## config.mk

```make
export PLATFORM = sky130hd
export DESIGN_NAME = stack_alu_seq
export DESIGN_NICKNAME = d
export VERILOG_FILES = /design/src/rtl/stack_alu_seq_pkg.sv /design/src/rtl/stack_alu_seq_op_stack.sv /design/src/rtl/stack_alu_seq.sv
export SDC_FILE = /design/constraint.sdc
export NUM_CORES = 1
export LEC_CHECK = 0
export ABC_CLOCK_PERIOD_IN_PS = 5300
export CAP_MARGIN = 20
export CORE_ASPECT_RATIO = 1.1
export CORE_MARGIN = 2
export CORE_UTILIZATION = 40
export CTS_CLUSTER_SIZE = 8
export DETAILED_ROUTE_END_ITERATION = 7
export GPL_TIMING_DRIVEN = 0
export HOLD_SLACK_MARGIN = 0.08
export PLACE_DENSITY = 0.66
export SYNTH_ARGS = -nofsm -noshare
export SYNTH_HDL_FRONTEND = slang
export SYNTH_SLANG_ARGS = --single-unit
```

## constraint.sdc

```tcl
create_clock -name clk -period 5.3 [get_ports clk]
set_input_delay 1.06 -clock clk [delete_from_list [all_inputs] [get_ports clk]]
set_output_delay 1.06 -clock clk [all_outputs]
set_load 0.02 [all_outputs]
```

## src/rtl/stack_alu_seq_pkg.sv

```systemverilog
// Shared opcode and FSM state definitions for the stack ALU and its operand stack.
// Also holds the helper that says how many stack entries an opcode consumes.
package definitions;

    typedef enum logic [3:0] {
        OP_NOP  = 4'd0,
        OP_PUSH = 4'd1,
        OP_POP  = 4'd2,
        OP_ADD  = 4'd3,
        OP_ADC  = 4'd4,
        OP_SUB  = 4'd5,
        OP_INC  = 4'd6,
        OP_ABS  = 4'd7,
        OP_BLT  = 4'd8,
        OP_CON  = 4'd9,
        OP_SHL  = 4'd10,
        OP_SHR  = 4'd11,
        OP_CLRC = 4'd12
    } alu_op_t;

    typedef enum logic {
        ST_IDLE  = 1'b0,
        ST_SHIFT = 1'b1
    } state_t;

    // Number of operands an opcode reads from the stack; PUSH is checked separately for fullness.
    function automatic logic [1:0] op_needs(input alu_op_t op);
        case (op)
            OP_ADD, OP_ADC, OP_SUB, OP_BLT, OP_CON: op_needs = 2'd2;
            OP_POP, OP_ABS, OP_SHL, OP_SHR:         op_needs = 2'd1;
            default:                                op_needs = 2'd0;
        endcase
    endfunction

endpackage

```

## src/rtl/stack_alu_seq_op_stack.sv

```systemverilog
// Register-array LIFO. One combined update per cycle (pop/pop2, then push, or replace_top).
// No error checking: the parent only requests legal updates.
module op_stack #(
    parameter int W     = 8,
    parameter int DEPTH = 8
) (
    input  logic                         clk,
    input  logic                         reset,
    input  logic                         push,
    input  logic                         pop,
    input  logic                         pop2,
    input  logic                         replace_top,
    input  logic [W-1:0]                 wdata,
    output logic [W-1:0]                 s0,
    output logic [W-1:0]                 s1,
    output logic [$clog2(DEPTH+1)-1:0]   depth
);
    localparam int DW = $clog2(DEPTH + 1);
    localparam int IW = $clog2(DEPTH);

    logic [W-1:0]  mem_q [DEPTH];
    logic [W-1:0]  mem_d [DEPTH];
    logic [DW-1:0] depth_q, depth_d, base;
    logic [IW-1:0] top_idx, nxt_idx, wr_idx;

    always_comb begin
        top_idx = IW'(depth_q - DW'(1));
        nxt_idx = IW'(depth_q - DW'(2));
        s0 = (depth_q >= DW'(1)) ? mem_q[top_idx] : '0;
        s1 = (depth_q >= DW'(2)) ? mem_q[nxt_idx] : '0;
    end

    // Pops retire first, so a pop2+push (binary op) writes the result where s1 lived.
    always_comb begin
        mem_d = mem_q;
        base  = depth_q;
        if (pop)  base = base - DW'(1);
        if (pop2) base = base - DW'(2);
        depth_d = base;
        wr_idx  = IW'(base);
        if (push) begin
            mem_d[wr_idx] = wdata;
            depth_d       = base + DW'(1);
        end
        if (replace_top) mem_d[top_idx] = wdata;
    end

    always_ff @(posedge clk) begin
        if (reset) depth_q <= '0;
        else       depth_q <= depth_d;
        mem_q <= mem_d;
    end

    assign depth = depth_q;

endmodule

```

## src/rtl/stack_alu_seq.sv

```systemverilog
// Sequential stack-operand ALU: operand stack, persistent carry, bit-serial shifts
// and explicit stack-error reporting, one op accepted per valid/ready handshake.
module stack_alu_seq
    import definitions::*;
#(
    parameter int W     = 8,
    parameter int DEPTH = 8
) (
    input  logic                         clk,
    input  logic                         reset,
    input  logic                         op_valid,
    output logic                         op_ready,
    input  logic [3:0]                   op,
    input  logic [W-1:0]                 reg_val,
    output logic                         result_valid,
    output logic [W-1:0]                 reg_out,
    output logic                         branch_sig,
    output logic                         err,
    output logic                         carry,
    output logic [$clog2(DEPTH+1)-1:0]   depth
);
    localparam int DW = $clog2(DEPTH + 1);
    localparam int CW = $clog2(W + 1);
    localparam int SH_MOD_I = W + 1;
    localparam logic [W-1:0]  SH_MOD = SH_MOD_I[W-1:0];
    localparam logic [DW-1:0] FULL   = DW'(DEPTH);

    // Handshake: an op transfers on a rising edge where op_valid && op_ready; op_ready is
    // low during reset and while a shift is in flight, and the decoder must hold op_valid.
    state_t        st_q, st_d;
    logic [CW-1:0] cnt_q, cnt_d;
    logic [W-1:0]  sh_q, sh_d, sh_next;
    logic          dir_q, dir_d;
    logic          carry_q, carry_d, branch_q, branch_d, err_q, err_d, rv_q, rv_d;
    logic [W-1:0]  reg_out_q, reg_out_d;

    alu_op_t       op_e;
    logic          accept, bad, con_hit;
    logic [1:0]    needs;
    logic [W:0]    sum;
    logic [W-1:0]  n_full, r, s0, s1;
    logic [CW-1:0] n;
    logic          st_push, st_pop, st_pop2, st_repl;
    logic [W-1:0]  st_wdata;

    op_stack #(.W(W), .DEPTH(DEPTH)) u_stack (
        .clk(clk), .reset(reset), .push(st_push), .pop(st_pop), .pop2(st_pop2),
        .replace_top(st_repl), .wdata(st_wdata), .s0(s0), .s1(s1), .depth(depth)
    );

    assign op_e     = alu_op_t'(op);
    assign op_ready = (st_q == ST_IDLE) && !reset;
    assign accept   = op_valid && op_ready;
    assign needs    = op_needs(op_e);
    assign n_full   = reg_val % SH_MOD;
    assign n        = n_full[CW-1:0];
    assign sum      = {1'b0, s0} + {1'b0, s1} + {{W{1'b0}}, carry_q & (op_e == OP_ADC)};
    assign sh_next  = dir_q ? (sh_q >> 1) : (sh_q << 1);
    assign bad      = ((needs == 2'd2) && (depth < DW'(2))) ||
                      ((needs == 2'd1) && (depth == '0)) ||
                      ((op_e == OP_PUSH) && (depth == FULL));

    // CON: does the low half of s1 appear in any W/2-bit window of s0?
    always_comb begin
        con_hit = 1'b0;
        for (int k = 0; k <= W / 2; k++) begin
            if (s0[k +: W/2] == s1[W/2-1:0]) con_hit = 1'b1;
        end
    end

    always_comb begin
        st_d      = st_q;
        cnt_d     = cnt_q;
        sh_d      = sh_q;
        dir_d     = dir_q;
        carry_d   = carry_q;
        reg_out_d = reg_out_q;
        branch_d  = 1'b0;
        err_d     = 1'b0;
        rv_d      = 1'b0;
        r         = '0;
        st_push   = 1'b0;
        st_pop    = 1'b0;
        st_pop2   = 1'b0;
        st_repl   = 1'b0;
        st_wdata  = '0;
        if (st_q == ST_SHIFT) begin
            sh_d  = sh_next;
            cnt_d = cnt_q - CW'(1);
            if (cnt_q == CW'(1)) begin
                st_d      = ST_IDLE;
                st_repl   = 1'b1;
                st_wdata  = sh_next;
                reg_out_d = sh_next;
                rv_d      = 1'b1;
            end
        end else if (accept) begin
            if (bad) begin
                rv_d  = 1'b1;
                err_d = 1'b1;
            end else begin
                case (op_e)
                    OP_PUSH: begin
                        st_push = 1'b1; st_wdata = reg_val; reg_out_d = reg_val; rv_d = 1'b1;
                    end
                    OP_POP: begin
                        st_pop = 1'b1; reg_out_d = s0; rv_d = 1'b1;
                    end
                    OP_ADD, OP_ADC: begin
                        {carry_d, r} = sum;
                        st_pop2 = 1'b1; st_push = 1'b1; st_wdata = r; reg_out_d = r; rv_d = 1'b1;
                    end
                    OP_SUB: begin
                        r = s0 - s1; carry_d = (s0 < s1);
                        st_pop2 = 1'b1; st_push = 1'b1; st_wdata = r; reg_out_d = r; rv_d = 1'b1;
                    end
                    OP_INC: begin
                        reg_out_d = reg_val + W'(1); rv_d = 1'b1;
                    end
                    OP_ABS: begin
                        r = s0[W-1] ? (~s0 + W'(1)) : s0;
                        st_repl = 1'b1; st_wdata = r; reg_out_d = r; rv_d = 1'b1;
                    end
                    OP_BLT: begin
                        branch_d = (s0 < s1); st_pop2 = 1'b1; rv_d = 1'b1;
                    end
                    OP_CON: begin
                        branch_d = con_hit; st_pop2 = 1'b1; rv_d = 1'b1;
                    end
                    OP_SHL, OP_SHR: begin
                        if (n == '0) begin
                            reg_out_d = s0; rv_d = 1'b1;
                        end else begin
                            st_d = ST_SHIFT; cnt_d = n; sh_d = s0; dir_d = (op_e == OP_SHR);
                        end
                    end
                    OP_CLRC: carry_d = 1'b0;
                    default: ;
                endcase
            end
        end
    end

    always_ff @(posedge clk) begin
        if (reset) begin
            st_q      <= ST_IDLE;
            cnt_q     <= '0;
            sh_q      <= '0;
            dir_q     <= 1'b0;
            carry_q   <= 1'b0;
            reg_out_q <= '0;
            branch_q  <= 1'b0;
            err_q     <= 1'b0;
            rv_q      <= 1'b0;
        end else begin
            st_q      <= st_d;
            cnt_q     <= cnt_d;
            sh_q      <= sh_d;
            dir_q     <= dir_d;
            carry_q   <= carry_d;
            reg_out_q <= reg_out_d;
            branch_q  <= branch_d;
            err_q     <= err_d;
            rv_q      <= rv_d;
        end
    end

    assign result_valid = rv_q;
    assign reg_out      = reg_out_q;
    assign branch_sig   = branch_q;
    assign err          = err_q;
    assign carry        = carry_q;

endmodule

```

* After elaboration in Yosys (flattened, before gate mapping) *
Memories as Yosys holds them, arrays and structs flattened.
Index checks and enable logic that the tools add are counted.

word-level totals
  register bits after elaboration = 94
  memory bits (read-only) = 32
  input port bits = 15
  logic and storage cells = 178
  memories = 1

cells by class
  add/sub/neg operators = 10
  divide/modulo/power cells = 1
  magnitude comparators = 9
  equality and inequality tests = 25
  multiplexer cells = 78
  bitwise logic cells = 9
  reduce and logical (&&, ||, !) cells = 27

memories
  memory            depth  bits a word  rd ports  clocked after memory_dff  wr ports  line                     RTL
  (name not given)  16     2            1         0                         0         stack_alu_seq_pkg.sv:28  case (op)

operators by type and width
  cell                                                                          number
  8-bit 2-to-1 mux                                                              24
  64-bit bitwise mux                                                            2
  64-bit 2-to-1 mux                                                             2
  8-bit case mux with 7 select lines                                            1
  8-bit binary-select mux with 3-bit select                                     2
  8-bit demux with 3-bit select                                                 2
  1-bit 2-to-1 mux                                                              33
  4-bit 2-to-1 mux                                                              8
  8-bit case mux with 4 select lines                                            1
  4-bit equality test, second input constant                                    6
  4-bit equality test                                                           5
  8-bit by 1-bit adder with 8-bit output, second input constant                 2
  4-bit by 3-bit equality test with 1-bit output, second input constant         4
  4-bit greater-or-equal comparator, second input constant                      3
  3-bit inverter with 4-bit output                                              3
  5-bit AND reduction                                                           2
  8-bit by 8-bit adder with 9-bit output                                        1
  9-bit by 1-bit adder with 9-bit output                                        1
  9-bit OR reduction                                                            1
  4-bit by 1-bit equality test with 1-bit output, second input constant         2
  4-bit by 2-bit equality test with 1-bit output, second input constant         2
  4-bit logical NOT                                                             2
  4-bit by 1-bit less-than comparator with 1-bit output, second input constant  2
  8-bit less-than comparator                                                    1
  30 further kinds                                                              47

* Depth between registers and ports, before layout *
Gate-level depths: netlist of run 1.
An unclocked memory read counts as a cell.

  depth after elaboration = 20
  depth in mapped cells = 26
  depth with buffers taken out = 20

* Hierarchy *
From an unflattened synthesis of run 1, not the netlist that was laid out.

unflattened totals
  cell total of the unflattened synthesis = 854
  area total of the unflattened synthesis = 7855.0 µm²

by module, submodules not included
  module         times used  cells each  area each (µm²)  seq. area each (µm²)
  stack_alu_seq  1           547         4002.6           520.5
  op_stack       1           307         3852.4           1361.3

* Least setup slack after synthesis of run 1 *
Ideal clock, no wire load.

  kind = reg-to-reg
  start point = register u_stack.depth_q[0], in the netlist u_stack.depth[0]
  end point = register u_stack.mem_q[22] (netlist bit)
  data arrival time = 5118 ps
  data required time = 5179 ps
  path slack = 61 ps
  cell stages (with the launch flop) = 26
  path buffers = 6
  period minus slack after synthesis = 5239 ps
  cell sequence = dfxtp_1 -> buf_2 -> buf_2 -> buf_4 -> inv_1 -> buf_2 -> ha_1 -> buf_2 -> inv_1 -> clkbuf_1 -> mux4_2 -> nand2_1 -> a21oi_1 -> inv_1 -> ha_1 -> inv_1 -> fa_1 -> a21oi_1 -> o21bai_1 -> a21oi_1 -> o21bai_1 -> a221oi_1 -> o22ai_1 -> a21oi_1 -> o22ai_2 -> mux2_2

RTL lines
  item                      line                          RTL
  start: declaration        stack_alu_seq_op_stack.sv:23  logic [DW-1:0] depth_q, depth_d, base;
  start signal: assignment  stack_alu_seq_op_stack.sv:50  else depth_q <= depth_d;
  end signal: assignment    stack_alu_seq_op_stack.sv:51  mem_q <= mem_d;
  end: declaration          stack_alu_seq_op_stack.sv:21  logic [W-1:0] mem_q [DEPTH];

==> impl_metrics.ini, run 1 <==
[global_route]
grt_pass1_wl_mm = 37.25
grt_util_all_layers_pct = 21.48
grt_start_max_net_pins = 17
antenna_found_initial = 0
grt_overflow = 0
grt_pass1_vias = 7099

[worst_hold_path]
hp-class = reg2reg

[power_and_ir_drop]
p_sw_mw = 0.8825
seqPwrFrac_pct = 33.4
total_power_mw = 2.439
comb_power_share_pct = 38.4
powerDensity_mw_per_mm2 = 263.8
vdd_drop_max_v = 0.0002849
switching_share_pct = 36.18
clkPwrFrac_pct = 28.1
leakage_nw = 3.396
p_int_mw = 1.557

[routing]
drtAntennaViolNets = 0
vias_per_cell = 6.083
wl_mm = 22.81
wl_per_cell_um = 18.84
num_vias = 7367
firstDrtPassIters = 6
drc = 0
drt_iter0_drc = 707

[clock_tree]
clk_latency_ns = 0.36
cts_root_buffer = clkbuf_16
cts_num_sinks = 94
cts_tree = built
cts_buffers = 9
htreeDepth = 3
cts_max_path_buffers = 2
cts-hold-fix-buffers = 0
clkTransAtPathRegs_ns = 0.07

[timing]
worst_slew_pin_slew_ns = 1.018
fin_skew_ns = 0.01128
fmax_ghz = 0.1960
fin_crit_sh_pct = 96.26
drv_slew = 0
hold_violations = 0
fin_ws_ns = 0.1985
relSlewSlack_pct = 31.82
period_needed_ns = 5.102
setup_viol = 0
rsz0062_at_grt = yes

[die]
initial_core_util_pct = 40.56
dieWidth_um = 138.9
dieArea_sq_mm = 0.02116
io_pins = 32
die_h_um = 152.4
fp.coreArea_sq_mm = 0.01973
num_rows = 54

[finish]
layout-drive-gt1-share_pct = 22.21
layout.cells.non_filler = 1211
finalCoreUtilization_pct = 46.86
nNetsFinal = 1006
area.growth.synth_to_final_pct = 15.53
insertedDiodeCount = 0
register_area_sq_mm = 0.001883
fillers = 1901
final_common_cell = dfxtp_1
multiInputGateArea_sq_mm = 0.005862
layout_common_cells = dfxtp_1, mux2_2, nand2_1, a21oi_1, nor2_1

[critical_path]
reg2reg_to = u_stack.mem_q[6]$_DFF_P_
crit_type = in2reg
cp_data_arrival_time_ns = 5.35
critPathCapture = u_stack.mem_q[37]$_DFF_P_
ff2ff_setup_slack_ns = 0.28
worstPathMaxFanout = 9
crit_path_start_kind = input port
critPathLaunch = op[3]
cp-end-kind = flop
r2r_cells = 23
r2r-start = u_stack.depth[0]$_SDFF_PP0_
required_ns = 5.55

[logic_synthesis]
yosysUniqueCellTypes = 99
yosysTopAreaCell = dfxtp_1
avgSynthCellArea_sq_um = 8.862
ys.flop_type = dfxtp_1
yosysTopAreaCellShare_pct = 23.51
synthCells = 903
ys_top_cells_by_area = dfxtp_1, mux2_2, mux4_2
netlist_area_sq_mm = 0.008003
syn_nets = 954
synth_seq_cells = 94
seq_area_frac_synth_pct = 23.51
synth_warnings = 0
synthArstFlopShare_pct = 0
synth_edf_count = 0

[placement]
placed_cells = 1186
dp_slack_ns = -1.059
port_buffers = 30
post-dp-hpwl_mm = 17.05
gp_congestion = 0.9193

[run]
max_cap_viol_count = 0

[outcome]
status = complete, no violations
[routing by layer]
layer  vias to the layer above  track usage (%)  wire (um)  share of wire (%)
met5                         -                0          0                  0
met4                         0            5.483        414                1.8
met3                        32            3.520       1170                5.1
met2                       237            38.05      11250                 49
met1                      3596            27.20       9981                 44
li1                       3502                -          -                  -
[registers in the layout, indices dropped and copies added, names as in the netlist, 4 cells and up]
| register | count |
|---|---|
| reg_out | 8 |
| u_stack.depth | 4 |
| u_stack.mem_q | 64 |
| cnt_q | 4 |
| sh_q | 8 |
[power by group through the flow]
stage / Combinational, mW / Clock, mW / Sequential, mW
floorplan: 0.654 / 0 / 0.822
global placement: 0.851 / 0 / 0.827
detailed placement: 0.864 / 0 / 0.830
CTS: 0.890 / 0.703 / 0.814
global route: 1.02 / 0.728 / 0.823
finish: 0.937 / 0.687 / 0.815
[timing repair]
action | in CTS | in global routing
pin swaps | 1 | 11
setup endpoints to repair | 74 | 87
hold endpoints to repair | 0 | 0
buffers inserted | 2 | 10
cloned | 0 | 0
gates resized for setup | 19 | 31
[cells in the mapped netlist, types with 5 or more instances]
master	n
a21o_1	12
o211ai_1	5
nor4_1	5
inv_1	41
nor2b_1	22
o221ai_1	9
nand4_1	6
ha_1	33
o21ai_1	6
a211oi_1	7
o22ai_1	22
mux2_2	64
dfxtp_1	94
nand2b_1	19
nor2_1	51
a31oi_1	12
mux2i_1	16
mux4_2	24
nor3_1	20
nand2_1	63
clkbuf_1	30
mux2_4	6
buf_4	10
o21bai_1	9
a221oi_1	7
buf_2	11
o21ai_0	39
a21oi_1	60
nand3_1	21
xor2_1	10
xnor2_1	26
o31ai_1	9
[cells by family (layout without fill, tap and decap cells)]
kind of cell             Yosys count  count (layout)  synth area share, %
flip-flops                        94              94                23.51
adder cells (fa/ha/maj)           36              36                5.910
XOR/XNOR                          37              37                4.143
AND/OR/NAND/NOR                  260             260                17.82
multiplexers                     112             112                19.17
AO/OA/AOI/OAI                    266             266                24.11
buffers and inverters             98             154                5.331
[critical path, stage by stage]
cell	delay (ns)
clkdlybuf4s50_1	0.59
nand2b_1	0.35
xor2_1	0.18
a31o_2	0.27
a32oi_1	0.30
o21ai_2	0.21
nor3_2	0.35
mux2i_1	0.23
ha_1	0.26
a32oi_1	0.20
o22ai_2	0.17
a31oi_2	0.74
mux2_2	0.41
[stage by stage]
stage | hold WS (ns) | setup TNS [ns] | area (sq um)
final | 0.4630 | 0 | 9245
after global routing | 0.5034 | -0.08232 | 9245
after CTS | 0.4644 | 0 | 9035
after detailed placement | 0.4542 | -52.89 | 8632
after global placement | 0.4546 | -53.80 | 8618
after floorplan | 0.4447 | 0 | 8003
[final cells by class]
class                      instances  share of cell area, %
clock buffer                      10                  2.585
clock inverter                     5                 0.7037
tap                              252                  3.410
inverter                          43                  1.746
buffer                            53                  3.167
timing repair buffer              43                  4.615
sequential                        94                  20.37
multi-input combinational        711                  63.41
[how the worst min path moves through the flow]
stage | cells past startpoint | from | to | slack (ns)
floorplan | 2 | sh_q[0]$_SDFFE_PP0P_ | sh_q[0]$_SDFFE_PP0P_ | 0.44
global placement | 2 | reg_out[3]$_SDFFE_PP0P_ | reg_out[3]$_SDFFE_PP0P_ | 0.45
detailed placement | 2 | reg_out[3]$_SDFFE_PP0P_ | reg_out[3]$_SDFFE_PP0P_ | 0.45
CTS | 2 | reg_out[3]$_SDFFE_PP0P_ | reg_out[3]$_SDFFE_PP0P_ | 0.46
global route | 2 | reg_out[3]$_SDFFE_PP0P_ | reg_out[3]$_SDFFE_PP0P_ | 0.50
finish | 2 | reg_out[3]$_SDFFE_PP0P_ | reg_out[3]$_SDFFE_PP0P_ | 0.46
Note: power is estimated with default switching activity, not from simulation.
==> inputs of run 2 (changes only) <==
HOLD_SLACK_MARGIN = 0.02   (was 0.08)
RECOVER_POWER = 50   (was unset)
==> run 2 against run 1 <==
Net effect: sequential cell count unchanged; via count shrank 0.39%; sequential power hardly changed; hold slack got worse by 0.0031 ns; design area did not move; die area unchanged; sequential share of layout area unchanged; power about the same; global-route usage did not move; first-iteration DRC count decreased by 15%; combinational power hardly changed; non-clock buffer count did not move; critical path type unchanged; largest cell class unchanged; highest routed layer unchanged.
==> impl_metrics.ini, run 2 (synthesis results as in run 1) <==
[outcome]
status = complete, no violations

[finish]
finalCoreUtilization_pct = 46.86
nNetsFinal = 1006
top_register = u_stack.mem_q
area.growth.synth_to_final_pct = 15.53
post-route-cell-area_sq_mm = 0.009245
insertedDiodeCount = 0
final_common_cell = dfxtp_1
largest_reg_flops = 64
layout_common_cells = dfxtp_1, mux2_2, nand2_1, a21oi_1, nor2_1
layout-drive-gt1-share_pct = 22.21

[global_route]
grt_overflow = 0
grt_start_max_net_pins = 17
grt_util_all_layers_pct = 21.48
grt_pass1_wl_mm = 37.25
antenna_found_initial = 0
grt_pass1_vias = 7099

[clock_tree]
cts_root_buffer = clkbuf_16
cts_buffers = 9
clkTransAtPathRegs_ns = 0.06
cts-hold-fix-buffers = 0
cts_max_path_buffers = 2
clk_latency_ns = 0.37
htreeDepth = 3
cts_num_sinks = 94
cts_tree = built

[critical_path]
cp-end-kind = flop
path_buf_inv = 1
crit_path_start_kind = input port
critPathSlowestCell = a31oi_2
cp_top_family = compound AO/OA/AOI/OAI gates
path_common_cell = a32oi_1
required_ns = 5.55
slowest_delay_ns = 0.75
crit_chain = clkdlybuf4s50_1 > nand2b_1 > xor2_1 > a31o_2 > a32oi_1 > o21ai_2 > nor3_2 > mux2i_1 > ha_1 > a32oi_1 > o22ai_2 > a31oi_2 > mux2_2
cp_data_arrival_time_ns = 5.36
worstPathMaxFanout = 9
crit_type = in2reg

[routing]
vias_per_cell = 6.059
num_vias = 7338
drtAntennaViolNets = 0
drt_iter0_drc = 603
drc = 0
wl_mm = 22.83
wl_per_cell_um = 18.85
firstDrtPassIters = 5

[timing]
hold_violations = 0
tns_ns = 0
period_needed_ns = 5.109
drv_slew = 0
worst_slew_pin_slew_ns = 1.035
fin_skew_ns = 0.01211
setup_viol = 0
relSlewSlack_pct = 30.68
fin_ws_ns = 0.1906
fmax_ghz = 0.1957
rsz0062_at_grt = yes
fin_crit_sh_pct = 96.40

[placement]
gp_congestion = 0.9193
placed_area_sq_mm = 0.008632
port_buffers = 30
post-dp-hpwl_mm = 17.05
dp_slack_ns = -1.059

[power_and_ir_drop]
powerDensity_mw_per_mm2 = 263.9
vdd_drop_max_v = 0.0002856
leakage_nw = 3.448
total_power_mw = 2.439

[die]
fp.coreArea_sq_mm = 0.01973
io_pins = 32
dieArea_sq_mm = 0.02116
initial_core_util_pct = 40.56
num_rows = 54
dieWidth_um = 138.9
die_h_um = 152.4

[run]
max_cap_viol_count = 0

[worst_hold_path]
hp-class = reg2reg
-- run 2: cell count changes in the layout (fill, tap and decap cells not counted) --
| cell | before | now |
|---|---|---|
| clkdlybuf4s50_1 | 30 | 14 |
| dlygate4sd3_1 | 0 | 16 |
-- run 2: where the power goes --
group / leakage (nW) / internal [mW] / switching (mW)
clock: 0.150 / 0.382 / 0.307
sequential: 0.765 / 0.770 / 0.0447
combinational: 2.53 / 0.402 / 0.533
total: 3.45 / 1.55 / 0.885
-- run 2: tightest hold or removal path: cells and delay by family (launching register included) --
family / cells / cell delay [ns]
AOI/OAI and AO/OA: 1 / 0.06
buffers and inverters: 1 / 0.04
DFF: 1 / 0.31
-- run 2: cell type report --
cell class	instances	area, sq um
buffer	53	292.8
clock buffer	10	239.0
timing repair buffer	43	426.7
inverter	43	161.4
multi-input combinational	711	5862
sequential	94	1883
tap	252	315.3
clock inverter	5	65.06
fill	1901	10480
-- run 2: stage by stage --
stage	cells	hold WS, ns
2_1_floorplan	903	0.4447
3_3_place_gp	1185	0.4546
3_5_place_dp	1186	0.4542
4_1_cts	1202	0.4644
5_1_grt	1211	0.5007
6_report	1211	0.4599
-- run 2: what timing repair did --
| item | 4_1_cts | 5_1_grt |
|---|---|---|
| endpoints found under the setup margin | 74 | 87 |
| gates resized for setup | 19 | 31 |
| pin swaps | 1 | 11 |
| setup buffers | 2 | 10 |
-- run 2: worst paths after layout --
kind                            cells past startpoint                   startpoint                   endpoint  slack, ns
worst max-delay path                               13                        op[3]  u_stack.mem_q[35]$_DFF_P_       0.19
worst max register to register                     23  u_stack.depth[0]$_SDFF_PP0_  u_stack.mem_q[22]$_DFF_P_       0.29
worst min-delay path                                2      reg_out[3]$_SDFFE_PP0P_    reg_out[3]$_SDFFE_PP0P_       0.46
worst min register to register                      2      reg_out[3]$_SDFFE_PP0P_    reg_out[3]$_SDFFE_PP0P_       0.46
-- run 2: layer usage --
layer  GRT usage, %  up-vias  share of wire, %
li1               -     3495                 -
met2          38.05      242                49
met1          27.20     3562                43
met5              0        -                 0
met4          5.483        0               1.9
met3          3.520       39               5.2
